==> src/rtl/tft_bus_arbiter_pkg.sv <==
`default_nettype none
// ============================================================================
// Module      : tft_bus_arbiter_pkg
// Description : Shared state encoding and TFT command bytes for the arbiter.
// Revision    : 1.0 - initial release
// ============================================================================
package tft_bus_arbiter_pkg;

    localparam logic [1:0] c_IDLE  = 2'd0;
    localparam logic [1:0] c_GRANT = 2'd1;
    localparam logic [1:0] c_DRAIN = 2'd2;

    // Command bytes already emitted by the drawing blocks
    localparam logic [7:0] c_CMD_CASET = 8'h2a;
    localparam logic [7:0] c_CMD_PASET = 8'h2b;
    localparam logic [7:0] c_CMD_RAMWR = 8'h2c;

endpackage
`default_nettype wire

==> src/rtl/tft_bus_arbiter_rr_priority_select.sv <==
`default_nettype none
// ============================================================================
// Module      : rr_priority_select
// Description : Picks the first set request bit at or above rr_ptr, wrapping.
// Revision    : 1.0 - initial release
// ============================================================================
module rr_priority_select #(
    parameter int NUM_REQ = 3,
    parameter int PTR_W   = $clog2(NUM_REQ)
) (
    input  logic [NUM_REQ-1:0] req,
    input  logic [PTR_W-1:0]   rr_ptr,
    output logic [PTR_W-1:0]   winner,
    output logic               any
);

    logic [PTR_W:0]   w_sum;
    logic [PTR_W-1:0] w_idx;

    // Scan highest offset first so the lowest offset from rr_ptr wins last
    always_comb begin
        winner = '0;
        w_sum  = '0;
        w_idx  = '0;
        for (int k = NUM_REQ - 1; k >= 0; k--) begin
            w_sum = {1'b0, rr_ptr} + (PTR_W+1)'(k);
            if (w_sum >= (PTR_W+1)'(NUM_REQ)) begin
                w_sum = w_sum - (PTR_W+1)'(NUM_REQ);
            end
            w_idx = w_sum[PTR_W-1:0];
            if (req[w_idx]) begin
                winner = w_idx;
            end
        end
    end

    assign any = |req;

endmodule
`default_nettype wire

==> src/rtl/tft_bus_arbiter.sv <==
`default_nettype none
// ============================================================================
// Module      : tft_bus_arbiter
// Description : Round-robin owner of the shared TFT byte stream.
// Revision    : 1.0 - initial release
// ============================================================================
module tft_bus_arbiter
    import tft_bus_arbiter_pkg::*;
#(
    parameter int NUM_REQ = 3,
    parameter int PTR_W   = $clog2(NUM_REQ)
) (
    input  logic                 clk,
    input  logic                 rst,
    input  logic [NUM_REQ-1:0]   req,
    input  logic [NUM_REQ-1:0]   req_dc,
    input  logic [NUM_REQ*8-1:0] req_data,
    input  logic [NUM_REQ-1:0]   req_transmit,
    output logic [NUM_REQ-1:0]   grant,
    output logic [NUM_REQ-1:0]   req_tft_busy,
    output logic                 tft_dc,
    output logic [7:0]           tft_data,
    output logic                 tft_transmit,
    input  logic                 tft_busy,
    output logic [PTR_W-1:0]     owner,
    output logic                 bus_active
);

    logic [1:0]         r_state;
    logic [NUM_REQ-1:0] r_grant;
    logic [PTR_W-1:0]   r_owner;
    logic [PTR_W-1:0]   r_rr_ptr;
    logic [PTR_W-1:0]   w_winner;
    logic               w_any;
    logic [7:0]         w_data;
    logic               w_dc;

    rr_priority_select #(
        .NUM_REQ (NUM_REQ),
        .PTR_W   (PTR_W)
    ) u_select (
        .req    (req),
        .rr_ptr (r_rr_ptr),
        .winner (w_winner),
        .any    (w_any)
    );

    always_ff @(posedge clk or posedge rst) begin
        if (rst) begin
            r_state  <= c_IDLE;
            r_grant  <= '0;
            r_owner  <= '0;
            r_rr_ptr <= '0;
        end else begin
            case (r_state)
                c_IDLE: begin
                    if (w_any) begin
                        r_grant <= NUM_REQ'(1) << w_winner;
                        r_owner <= w_winner;
                        r_state <= c_GRANT;
                    end
                end
                c_GRANT: begin
                    if (!req[r_owner]) begin
                        r_grant <= '0;
                        r_state <= c_DRAIN;
                    end
                end
                c_DRAIN: begin
                    // Hand over only once the last byte has fully shifted out
                    if (!tft_busy && !tft_transmit) begin
                        r_rr_ptr <= (r_owner == PTR_W'(NUM_REQ - 1)) ? '0 : r_owner + 1'b1;
                        r_state  <= c_IDLE;
                    end
                end
                default: begin
                    r_grant <= '0;
                    r_state <= c_IDLE;
                end
            endcase
        end
    end

    always_comb begin
        w_data = '0;
        w_dc   = 1'b0;
        for (int i = 0; i < NUM_REQ; i++) begin
            if (r_grant[i]) begin
                w_data = req_data[8*i +: 8];
                w_dc   = req_dc[i];
            end
        end
    end

    assign grant        = r_grant;
    assign owner        = r_owner;
    assign bus_active   = (r_state != c_IDLE);
    assign tft_transmit = |(req_transmit & r_grant);
    assign tft_data     = w_data;
    assign tft_dc       = w_dc;
    // Everyone but the owner sees a permanently busy driver
    assign req_tft_busy = ~r_grant | {NUM_REQ{tft_busy}};

endmodule
`default_nettype wire

==> config.mk <==
export PLATFORM = sky130hd
export DESIGN_NAME = tft_bus_arbiter
export DESIGN_NICKNAME = d
export VERILOG_FILES = /design/src/rtl/tft_bus_arbiter_pkg.sv /design/src/rtl/tft_bus_arbiter_rr_priority_select.sv /design/src/rtl/tft_bus_arbiter.sv
export SDC_FILE = /design/constraint.sdc
export NUM_CORES = 1
export LEC_CHECK = 0
export ABC_CLOCK_PERIOD_IN_PS = 1900
export CORE_MARGIN = 2
export CORE_UTILIZATION = 34
export DETAILED_ROUTE_END_ITERATION = 10
export PLACE_DENSITY = 0.79
export RECOVER_POWER = 100
export SYNTH_ARGS = -nofsm -noshare
export SYNTH_HDL_FRONTEND = slang
export SYNTH_SLANG_ARGS = --single-unit
==> constraint.sdc <==
create_clock -name clk -period 1.9 [get_ports clk]
set_input_delay 0.57 -clock clk [delete_from_list [all_inputs] [get_ports clk]]
set_output_delay 0.57 -clock clk [all_outputs]
set_load 0.02 [all_outputs]
Word-level counts from Yosys, hierarchy flattened
Cells that the tools add are included.
{"block": "totals", "output_inout_bits": 19, "ff_bits": 9, "wordCells": 67, "inputBits": 36}
{"block": "classes", "shift": 1, "n_mux": 28, "n_eq_ne": 6, "bitwise_logic": 4, "n_reduce_logical": 11, "addsub": 6, "n_lt_le_gt_ge": 7}
{"cell": "two-way mux 8 bit", "n": 3}
{"cell": "two-way mux 2 bit", "n": 10}
{"cell": "less-than comparator 2 x 3 -> 1 bit, second input constant", "n": 4}
{"cell": "one-hot mux 3 bit (3 select lines)", "n": 1}
{"cell": "binary-select mux 1 bit (select 2 bit)", "n": 4}
{"cell": "two-way mux 1 bit", "n": 7}
{"cell": "greater-or-equal comparator 3 x 2 -> 1 bit, second input constant", "n": 2}
{"cell": "two-way mux 3 bit", "n": 2}
{"cell": "one-hot mux 2 bit (3 select lines)", "n": 1}
{"cell": "AND reduction 3 bit", "n": 2}
{"cell": "OR reduction 3 bit", "n": 2}
{"cell": "subtractor 2 bit, second input constant", "n": 3}
{"cell": "== test 2 bit, second input constant", "n": 2}
{"cell": "inequality test 2 bit, second input constant", "n": 2}
{"cell": "AND reduction 2 bit", "n": 2}
{"cell": "adder 2 x 1 -> 3 bit, second input constant", "n": 1}
{"cell": "adder 2 x 2 -> 3 bit, second input constant", "n": 1}
{"cell": "AND 3 bit", "n": 1}
{"cell": "NOT 3 bit", "n": 1}
{"cell": "OR 3 bit", "n": 1}
{"cell": "<< shifter 1 x 2 -> 3 bit, first input constant", "n": 1}
{"cell": "adder 2 x 1 -> 2 bit, second input constant", "n": 1}
{"cell": "== test 2 x 1 -> 1 bit, second input constant", "n": 1}
{"cell": "greater-or-equal comparator 2 bit, second input constant", "n": 1}
{"cell": "6 further kinds", "n": 7}

Depth between registers and ports, before layout
Gate-level depths: netlist of run 1.
{"block": "depth", "ltp_word": 11, "ltp_mapped": 7, "ltp_nobuf": 7}

Modules after synthesis
From an unflattened synthesis of run 1, not the netlist that was laid out.
{"block": "hier_totals", "hier_cells": 101, "area_unflattened_um2": 815.8}
{"module": "tft_bus_arbiter", "cells_per_inst": 81, "area_per_inst_um2": 665.6, "n_inst": 1}
{"module": "rr_priority_select", "cells_per_inst": 20, "area_per_inst_um2": 150.1, "n_inst": 1}

Worst setup path after synthesis of run 1
Ideal clock, no wire load.
{"block": "synth_path", "path_kind": "reg2out", "from": "reg r_grant[0], in the netlist grant[0]", "to": "out tft_data[0]", "path_slack_ns": -0.142, "stages_incl_launch_ff": 5, "arrival_ns": 1.472, "cell_sequence": "dfrtp_1 nor2b_1 clkbuf_1 a22oi_1 o21ai_0"}
{"block": "synth_via", "elab_chain_cells": 3}
{"element": "start, declared", "line": "tft_bus_arbiter.sv:30", "source": "logic [NUM_REQ-1:0] r_grant;"}
{"element": "start signal, assigned", "line": "tft_bus_arbiter.sv:58", "source": "r_grant <= NUM_REQ'(1) << w_winner;"}
{"element": "two-way mux 8 bit (3 in series)", "line": "tft_bus_arbiter.sv:88", "source": "if (r_grant[i]) begin"}
{"element": "end, declared", "line": "tft_bus_arbiter.sv:22", "source": "output logic [7:0] tft_data,"}
Every way passes these cells.

Worst setup path in the final report of run 1
{"block": "layout_path", "from": "reg r_grant[1], in the netlist grant[1]", "to": "out tft_data[0]"}
{"block": "layout_via", "elab_chain_cells": 2}
{"element": "two-way mux 8 bit (2 in series)", "line": "tft_bus_arbiter.sv:88"}
Every way passes these cells.

==> impl_results.md, run 1 <==
- Largest area contributor in the netlist: sky130_fd_sc_hd__dfrtp_1
- Internal power: 0.00120 W
- Antenna-violating nets left: 0
- Peak fanout along the critical path: 6
- Avg Inst Size Synth: between 7 and 8 sq um
- Global-route usage over all layers: 0.201
- Hold crit path type: register to register
- Root buffer cell: sky130_fd_sc_hd__clkbuf_4
- Proportion of power drawn by combinational gates: 0.768
- H-tree depth: 1
- Final critical path time including I/O delays and setup: 1980 ps
- Number of vias after detailed routing: 1,012
- FF-to-FF path depth: 7
- Final routed wirelength across all metal layers: around 2800 microns
- Multiplexer share of the synthesized area: 0.0319
- # setup viols final: 6
- Maximum number of buffers from clock root to sink: 2
- Status: finished, violations left
- Leading cell types by total area after synthesis: sky130_fd_sc_hd__dfrtp_1, sky130_fd_sc_hd__nand2_1, sky130_fd_sc_hd__a22oi_1
- Final HPWL DP: 2140 microns
- CP Data Required Time: 1330 ps
- Simple-gate share of the synthesized area: 0.257
- Standby leakage power: 0.713 nW
- Post-Synthesis Net Count: 138
- Slew margin rel.: 0.775
- First-pass iteration count of the detailed router: 4
- IR Drop Worst-Case VDD: around 790 uV
- Synth Instances: 99
- Clock network fraction of design power: 0.067
- Post-placement setup slack: -583 ps
- Count of fill cells added during filler insertion: 193
- End of the worst hold path: r_rr_ptr[0]
- Measured slew at the worst slew-check pin: 338 ps
- Layout-stage area growth over the synthesis result: 93.0%
- GRT Residual Overflow: 0
- CP arrival: 1410 ps
- Net Sw Frac: 0.467
- Worst-Skew Late Latency: 260 ps
- Number of antenna repair diodes: 0
- Initial Util: 0.358
- Type of element capturing the critical path: output port
- Setup repair after global routing missed its margin: yes
- Failing checks: setup timing
- Number of distinct library cells after synthesis: 30
- Final hold violation count: 0
- IO Pins: between 50 and 60
- Post-layout net count: 211
- Fraction of layout instances using a drive strength above 1: 0.287
- Net Sw Power: between 0.001 and 0.0015 W
- Total CTS buffers: 3
- TritonCTS clock tree: built
- Hold path cells: 2
- Critical register-to-register path endpoint: r_rr_ptr[0]
- Share of the cycle needed by the critical path after routing: 1.04
- Highest achievable clock rate: 0.506 GHz
- Sequential power share: 0.164
- WL met3: 280 microns
- Area fraction in compound gates after synthesis: 0.327
- Proportion of synthesized chip area in sequential cells: 0.288
- Total of max-cap violations: 0
- First-pass GRT wire length: 4110 microns
- Via count of the first global-routing pass: 935
- Routed WL per cell: 14.3 microns
- Final weighted congestion in routability-driven placement: 0.785
- Pwr Total: 0.00225 W
- Placed cell areas: 0.00147 sq mm
- # DRC: 0
- Total met2 wirelength after detailed routing: 1430 microns
- Internal reg-to-reg setup slack: ~90 ps
- Horizontal die dimension: between 50 and 60 microns
- Number of antenna violations at the first check in global routing: 0
- PnR worst setup slack: -75.8 ps
- Pwr per Cell Area: approximately 1500 mW/mm^2
- Worst hold margin: 524 ps
- Die extent in y: 52.0 microns
- Launching point of the worst reg2reg path: grant[0]
- Pin count of the biggest net entering global routing: 21
- Post-Synthesis Cell Area: between 700 and 800 sq um
- Vias per inst: slightly above 5
- DR iter-0 viols: 22
- Fraction of post-synthesis cell area in the top cell type by area: 0.288
- Register bit total from synthesis: 9
- XOR/XNOR Fraction of Synth Area: 0
- Worst Clk Skew: approximately 0.38 ps
- Startpoint of the tightest hold check path: r_rr_ptr[0]
- Floorplan Core Area: 0.00219 sq mm
- Placement row count: 17
- Metal-1 WL: 1140 microns
- Adder-Cell Fraction of Synth Area: 0.0479
- Sort of element at the start of the critical path: register
- Area of the die: ~0.0027 sq mm
- Cell area after layout: 0.00151 sq mm
- Clk slew on worst S/H paths: 60 ps
- Total of buffers placed on input and output ports: 54
- Synth warnings: 0
- Sink count of the clock tree: 9
- Largest family of logic cells by synthesized area: compound AO/OA/AOI/OAI gates
- Kind of critical path: register to output port
- Final number of max-transition violations: 0
- Core utilization of the finished layout: 0.690
- Highest metal layer with signal wires: met3
sequential cells by signal, summed over array words and instances, names as in the netlist:
signal / flops
grant: 3
owner: 2
r_rr_ptr: 2
r_state: 2
critical path, cell delays in order, from the launching register on:
cell,delay [ps]
sky130_fd_sc_hd__dfrtp_1,420
sky130_fd_sc_hd__nor2b_4,220
sky130_fd_sc_hd__buf_6,150
sky130_fd_sc_hd__a22oi_2,40
sky130_fd_sc_hd__o21ai_1,140
sky130_fd_sc_hd__buf_4,160
synth_stat cells (all sizes together):
library cell / instances
a21oi: 5
a22o: 2
a22oi: 9
clkbuf: 4
dfrtp: 9
ha: 3
inv: 6
mux2: 1
mux2i: 1
nand2: 19
nand2b: 6
nand4b: 1
nor2: 3
nor2b: 4
nor3: 1
nor4b: 1
o21a: 1
o21ai: 12
o221ai: 1
o22ai: 3
o2bb2ai: 1
o31ai: 2
o32ai: 1
or2: 1
or3: 2
worst max path at each step:
stage	slack, ps	cells after the start	startpoint	to
2_1_floorplan	6	4	grant[0]	tft_data[0]
3_3_place_gp	-580	6	req_data[6]	tft_data[6]
3_5_place_dp	-580	6	req_data[6]	tft_data[6]
4_1_cts	-130	6	req_data[6]	tft_data[6]
5_1_grt	-130	5	grant[1]	tft_data[0]
6_report	-80	5	grant[1]	tft_data[0]
layer usage:
metal | track usage | vias to the layer above
met5 | 0 | -
met2 | 0.365 | 48
met3 | 0.0546 | 0
met1 | 0.234 | 464
met4 | 0.0395 | 0
li1 | - | 500
what timing repair did:
| item | in CTS | in global routing |
|---|---|---|
| setup buffers | 3 | 1 |
| hold buffers | 0 | 0 |
| pin swaps | 18 | 11 |
| setup endpoints to repair | 17 | 18 |
| resized for setup | 92 | 13 |
cell usage in the layout (no fill, tap or decap), drive strengths merged:
cell           Yosys  routed
clkinv             0       1
mux2               1       1
o21ai             12      12
a22o               2       2
clkdlybuf4s50      0       9
nor4b              1       1
or3                2       2
o2bb2ai            1       1
a22oi              9       9
nor3               1       1
o221ai             1       1
dlygate4sd2        0      25
dfrtp              9       9
nor2b              4       4
a21oi              5       5
dlymetal6s2s       0       4
o32ai              1       1
nand2             19      19
ha                 3       3
o21a               1       1
clkbuf             4       9
o22ai              3       3
inv                6       6
clkdlybuf4s15      0       1
nand4b             1       1
or2                1       1
o31ai              2       2
nand2b             6       6
buf                0      26
mux2i              1       1
dlygate4sd3        0       1
nor2               3       3
power groups by stage:
stage                     clock (W)  combinational, W  sequential, W
after global routing       0.000161           0.00185       0.000388
after floorplan                   0          0.000859       0.000411
after CTS                  0.000156           0.00169       0.000364
after global placement            0           0.00165       0.000357
after detailed placement          0           0.00169       0.000362
final                      0.000151           0.00173       0.000370
cell families (layout without fill, tap and decap cells):
group,after synthesis,count (layout)
flip-flops,9,9
AO/OA/AOI/OAI,37,37
buffers and inverters,10,82
AND/OR/NAND/NOR,38,38
multiplexers,2,2
adder cells (fa/ha/maj),3,3
final cells by class:
class	count	area, sq um	share of cell area
clock buffer	3	22.5	0.0149
sequential	9	225	0.149
clock inverter	1	5.00	0.00331
inverter	6	22.5	0.0149
multi-input combinational	80	573	0.379
timing repair buffer	72	628	0.416
tap	28	35.0	0.0232
stage by stage:
step,TNS [ps],cells
2_1_floorplan,0,99
3_3_place_gp,-7430,192
3_5_place_dp,-8060,192
4_1_cts,-284,198
5_1_grt,-745,199
6_report,-248,199
No activity file was read; power rests on OpenSTA's default activity.
==> inputs of run 2 (changes only) <==
Settings changed: SKIP_LAST_GASP from default to 1.
==> run 2 against run 1 <==
The run still ends with setup timing left; die area stayed put; count of clock-buffer cells in the layout stayed put; first-iteration DRC count shrank 4.5%; global-route usage fell by 0.060 points; critical path depth did not move; sequential share of layout area is essentially flat; cell count increased by 1.0%; largest power group unchanged; highest routed layer is now met4.
==> impl_results.md, run 2 (synthesis gave the netlist of run 1 again) <==
- Most common library cell in the layout ignoring fill and taps: sky130_fd_sc_hd__dlygate4sd2_1
- Count of fill cells added during filler insertion: 196 (+1.6%)
- Failing checks: setup timing
- Area of the die: 0.00270 sq mm (unchanged)
- Number of antenna repair diodes: 0 (unchanged)
- Hold crit path type: register to register
- # DRC: 0 (unchanged)
- Cell total after placement: 192 (unchanged)
- First-pass iteration count of the detailed router: 4 (unchanged)
- Internal reg-to-reg setup slack: 90 ps (about the same)
- Maximum number of buffers from clock root to sink: 2 (unchanged)
- Final number of max-transition violations: 0 (unchanged)
- PnR worst setup slack: -56.2 ps (+19.7 ps)
- Placement row count: 17 (unchanged)
- Post-layout net count: 213 (+0.95%)
- Sink count of the clock tree: 9 (unchanged)
- Die extent in y: 52.0 microns (unchanged)
- CP Data Required Time: 1330 ps (about the same)
- Root buffer cell: sky130_fd_sc_hd__clkbuf_4
- CP arrival: 1390 ps (-20 ps)
- DR iter-0 viols: 21 (-4.5%)
- Sort of element at the start of the critical path: register
- Setup repair after global routing missed its margin: yes
- Pwr Total: 0.00227 W (+0.80%)
- Initial Util: 0.358 (unchanged)
- Core utilization of the finished layout: 0.692 (+0.00171)
- Standby leakage power: 0.713 nW (about the same)
- Launching point of the worst reg2reg path: grant[0]
- Routed WL per cell: 14.3 microns (about the same)
- Floorplan Core Area: 0.00219 sq mm (unchanged)
- Total met2 wirelength after detailed routing: 1440 microns (+0.84%)
- # setup viols final: 8 (+2)
- Metal-1 WL: 1140 microns (unchanged)
- Total CTS buffers: 3 (unchanged)
- First-pass GRT wire length: 4100 microns (-0.17%)
- Via count of the first global-routing pass: 939 (+0.43%)
- Commonest cells after routing, fill and taps aside: sky130_fd_sc_hd__dlygate4sd2_1, sky130_fd_sc_hd__buf_4, sky130_fd_sc_hd__nand2_1
- Worst-Skew Late Latency: 260 ps (about the same)
- Peak fanout along the critical path: 6 (unchanged)
- Antenna-violating nets left: 0 (unchanged)
- Share of the cycle needed by the critical path after routing: 1.03 (-0.0104)
- Status: finished, violations left
- Final HPWL DP: 2140 microns (unchanged)
- End of the worst hold path: r_rr_ptr[0]
- Final critical path time including I/O delays and setup: 1960 ps (-19.7 ps)
- Global-route usage over all layers: 0.200 (-0.000605)
- IO Pins: 55 (unchanged)
- Total of buffers placed on input and output ports: 54 (unchanged)
- Layout-stage area growth over the synthesis result: 93.5%
- Highest metal layer with signal wires: met4
- WL met3: 288 microns (+2.9%)
- Vias per inst: 5.06 (-0.51%)
- Type of element capturing the critical path: output port
- Number of vias after detailed routing: 1,017 (+0.49%)
- IR Drop Worst-Case VDD: 786 uV (-1.1%)
- Fin Setup TNS: -292 ps (-44.2 ps)
- Critical register-to-register path endpoint: r_rr_ptr[0]
- Startpoint of the tightest hold check path: r_rr_ptr[0]
- H-tree depth: 1 (unchanged)
- Pin count of the biggest net entering global routing: 21 (unchanged)
- Total of max-cap violations: 0 (unchanged)
- Measured slew at the worst slew-check pin: 339 ps (+1.67 ps)
- Hold path cells: 2 (unchanged)
- Slew margin rel.: 0.774 (-0.00111)
- Final weighted congestion in routability-driven placement: 0.785 (unchanged)
- Number of flip-flops under the largest register name: 3 (unchanged)
- Pwr per Cell Area: 1500 mW/mm^2 (+0.55%)
- Worst Clk Skew: 2.00 ps (+1.62 ps)
- FF-to-FF path depth: 7 (unchanged)
- Post-placement setup slack: -583 ps (unchanged)
- Final routed wirelength across all metal layers: 2880 microns (+1.0%)
- Non-filler instance count after layout: 201 (+1.0%)
- GRT Residual Overflow: 0 (unchanged)
- Number of antenna violations at the first check in global routing: 0 (unchanged)
- Horizontal die dimension: 52.0 microns (unchanged)
- Clk slew on worst S/H paths: 60 ps (about the same)
- TritonCTS clock tree: built
- Start point of the critical path: grant[1]
- Fraction of layout instances using a drive strength above 1: 0.283 (-0.00331)
- Highest achievable clock rate: 0.511 GHz (+1.0%)
- Kind of critical path: register to output port
- Final hold violation count: 0 (unchanged)
run 2: cell types whose count changed in the layout (fill, tap and decap cells not counted), sizes merged:
cell / previous run / this run
buf: 26 / 28
clkdlybuf4s50: 9 / 10
dlymetal6s2s: 4 / 3
run 2: cell type report:
type                       instances  area, sq um  area share
inverter                           6         22.5      0.0149
clock inverter                     1         5.00     0.00330
multi-input combinational         80          564       0.372
tap                               28         35.0      0.0231
clock buffer                       3         22.5      0.0149
timing repair buffer              74          641       0.423
sequential                         9          225       0.149
run 2: through the flow:
step	instance area (sq um)	hold WS (ps)
global placement	1470	496
floorplan	783	398
detailed placement	1470	516
global route	1520	551
finish	1520	524
CTS	1490	530
run 2: what timing repair did:
| action | CTS | global route |
|---|---|---|
| setup buffers | 3 | 3 |
| resized for setup | 90 | 12 |
| setup endpoints to repair | 17 | 18 |
| hold buffers | 0 | 0 |
| pin swaps | 18 | 9 |
| cloned | 0 | 0 |
run 2: worst max-delay path by stage:
| stage | endpoint | slack, ps | depth (start not counted) |
|---|---|---|---|
| detailed placement | tft_data[6] | -580 | 6 |
| floorplan | tft_data[0] | 6 | 4 |
| global placement | tft_data[6] | -580 | 6 |
| finish | tft_data[3] | -60 | 5 |
| CTS | tft_data[6] | -140 | 6 |
| global route | tft_data[3] | -110 | 5 |
run 2: per-layer routing:
| metal | vias up | global-route usage |
|---|---|---|
| met3 | 2 | 0.0546 |
| li1 | 504 | - |
| met1 | 467 | 0.234 |
| met5 | - | 0 |
| met2 | 44 | 0.363 |
| met4 | 0 | 0.0395 |
run 2: worst max-delay path: stages, from the launching register on:
cell and delay [ps]:
sky130_fd_sc_hd__dfrtp_1 420, sky130_fd_sc_hd__nor2b_4 210, sky130_fd_sc_hd__buf_4 150, sky130_fd_sc_hd__a22oi_2 40
sky130_fd_sc_hd__o21ai_1 140, sky130_fd_sc_hd__buf_4 160
run 2: power by group:
part / switching, W / internal [W] / total (W)
Combinational: 0.000884 / 0.000864 / 0.00175
Clock: 0.0000719 / 0.0000778 / 0.000150
Sequential: 0.0000916 / 0.000278 / 0.000370
Total: 0.00105 / 0.00122 / 0.00227
==> inputs of run 3 (changes only) <==
Settings changed: ABC_CLOCK_PERIOD_IN_PS 1900 to default, SLEW_MARGIN from default to 30, TNS_END_PERCENT from default to 20.
==> run 3 against run 2 <==
The flow still finishes with violations (setup timing); largest cell class unchanged; combinational power decreased by 10%; total power decreased by 8.9%; hold slack got worse by 3.9 ps; clock skew increased by 2.8 ps; register-to-register slack about the same; sequential power decreased by 4%.
==> impl_results.md, run 3 (synthesis gave the netlist of run 1 again) <==
- Sink count of the clock tree: 9 (unchanged)
- Failing checks: setup timing
- CP arrival: 1500 ps (+110 ps)
- Fin Setup TNS: -871 ps (-579 ps)
- Total of max-cap violations: 0 (unchanged)
- Kind of critical path: input pin to output port
- Total CTS buffers: 3 (unchanged)
- Share of the cycle needed by the critical path after routing: 1.09 (+0.0619)
- Final HPWL DP: 2060 microns (-3.6%)
- Final routed wirelength across all metal layers: 2510 microns (-13%)
- Post-layout net count: 211 (-0.94%)
- Total of buffers placed on input and output ports: 54 (unchanged)
- Clk slew on worst S/H paths: 60 ps (about the same)
- Post-CTS Hold Fix Bufs: 0 (unchanged)
- Pin count of the biggest net entering global routing: 22 (+4.8%)
- Standby leakage power: 0.674 nW (-5.5%)
- Most common library cell in the layout ignoring fill and taps: sky130_fd_sc_hd__clkdlybuf4s50_1
- Highest achievable clock rate: 0.482 GHz (-5.7%)
- Status: finished, violations left
- Final critical path time including I/O delays and setup: 2070 ps (+118 ps)
- Global-route usage over all layers: 0.192 (-0.00870)
- Non-filler instance count after layout: 199 (-1.0%)
- Sort of element at the start of the critical path: input pin
- # DRC: 0 (unchanged)
- Placement row count: 17 (unchanged)
- Number of antenna repair diodes: 0 (unchanged)
- Commonest cells after routing, fill and taps aside: sky130_fd_sc_hd__clkdlybuf4s50_1, sky130_fd_sc_hd__nand2_1, sky130_fd_sc_hd__buf_4
- Die extent in y: 52.0 microns (unchanged)
- Slew margin rel.: 0.777 (+0.00379)
- Antenna-violating nets left: 0 (unchanged)
- Hold crit path type: register to register
- Initial Util: 0.358 (unchanged)
- # setup viols final: 10 (+2)
- Layout-stage area growth over the synthesis result: 88.0%
- Area of the die: 0.00270 sq mm (unchanged)
- DR iter-0 viols: 15 (-29%)
- Maximum number of buffers from clock root to sink: 2 (unchanged)
- Final hold violation count: 0 (unchanged)
- IR Drop Worst-Case VDD: 762 uV (-3.0%)
- H-tree depth: 1 (unchanged)
- TritonCTS clock tree: built
- Pwr per Cell Area: 1400 mW/mm^2 (-6.2%)
- Cell total after placement: 194 (+1.0%)
- Measured slew at the worst slew-check pin: 334 ps (-5.68 ps)
- CP Data Required Time: 1330 ps (about the same)
- Setup repair after global routing missed its margin: yes
- Final weighted congestion in routability-driven placement: 0.751 (-4.3%)
- PnR worst setup slack: -174 ps (-118 ps)
- Vias per inst: 5.05 (-0.19%)
- Floorplan Core Area: 0.00219 sq mm (unchanged)
- First-pass GRT wire length: 3950 microns (-3.7%)
- Root buffer cell: sky130_fd_sc_hd__clkbuf_4
- Routed WL per cell: 12.6 microns (-12%)
- Fraction of layout instances using a drive strength above 1: 0.234 (-0.0493)
- Type of element capturing the critical path: output port
- Worst Clk Skew: 4.80 ps (+2.80 ps)
- Final number of max-transition violations: 0 (unchanged)
- IO Pins: 55 (unchanged)
- Number of vias after detailed routing: 1,005 (-1.2%)
- Number of flip-flops under the largest register name: 3 (unchanged)
- Peak fanout along the critical path: 1 (-5)
- Worst-Skew Late Latency: 260 ps (about the same)
- First-pass iteration count of the detailed router: 4 (unchanged)
- Number of antenna violations at the first check in global routing: 0 (unchanged)
- GRT Residual Overflow: 0 (unchanged)
- Horizontal die dimension: 52.0 microns (unchanged)
- Via count of the first global-routing pass: 972 (+3.5%)
-- run 3: cell count changes in the layout (fill, tap and decap cells not counted), moves of 3 or more --
cell and delta:
sky130_fd_sc_hd__a22oi_1 +3, sky130_fd_sc_hd__buf_4 -5, sky130_fd_sc_hd__o21ai_1 -5, sky130_fd_sc_hd__a22oi_2 -3
sky130_fd_sc_hd__clkdlybuf4s50_1 +19, sky130_fd_sc_hd__o21ai_0 +5, sky130_fd_sc_hd__buf_2 +5, sky130_fd_sc_hd__dlygate4sd2_1 -18
-- run 3: final cells by class --
type	count	area [sq um]
inverters	6	22.5
repair buffers	72	638
multi-input cells	80	526
clock buffers	4	26.3
flip-flops and latches	9	225
well taps	28	35.0
fillers	195	718
-- run 3: what timing repair did --
item                       CTS  global route
setup endpoints to repair   17            22
pin swaps                    4             5
gates cloned                 0             0
gates resized for setup     60            14
buffers inserted             0             1
-- run 3: worst max-delay path, cell delays in order --
cell,delay (ps)
sky130_fd_sc_hd__clkdlybuf4s50_1,450
sky130_fd_sc_hd__a22oi_1,80
sky130_fd_sc_hd__o21ai_1,130
sky130_fd_sc_hd__clkdlybuf4s15_2,270
-- run 3: where the power goes --
part,switching (W),internal [W]
Sequential,0.0000769,0.000278
Combinational,0.000820,0.000747
Clock,0.0000638,0.0000807
Total,0.000960,0.00111
-- run 3: worst paths after layout --
check,from,to,slack [ps],cells after the start
min,r_rr_ptr[0],r_rr_ptr[0],520,2
max,req_data[8],tft_data[0],-170,4
max in group asynchronous,rst,grant[2],940,2
max reg2reg,r_rr_ptr[0],owner[1],90,7
min reg2reg,r_rr_ptr[0],r_rr_ptr[0],520,2
min in group asynchronous,rst,grant[1],710,2
-- run 3: through the flow --
stage,area (sq um),total power [W],util,worst slack (ps),hold WS [ps]
after floorplan,783,0.00125,-,-142,398
after global placement,1480,0.00200,0.677,-616,497
after detailed placement,1480,0.00204,0.677,-648,513
after CTS,1470,0.00210,0.672,-190,527
after global routing,1470,0.00223,0.672,-209,542
final,1470,0.00207,0.672,-174,520
-- run 3: routing by layer --
layer,track usage,part of all wire,vias to the layer above
met5,0,0,-
met4,0.0658,0,0
met3,0.0517,0.12,0
met2,0.357,0.47,43
met1,0.204,0.41,462
li1,-,-,500
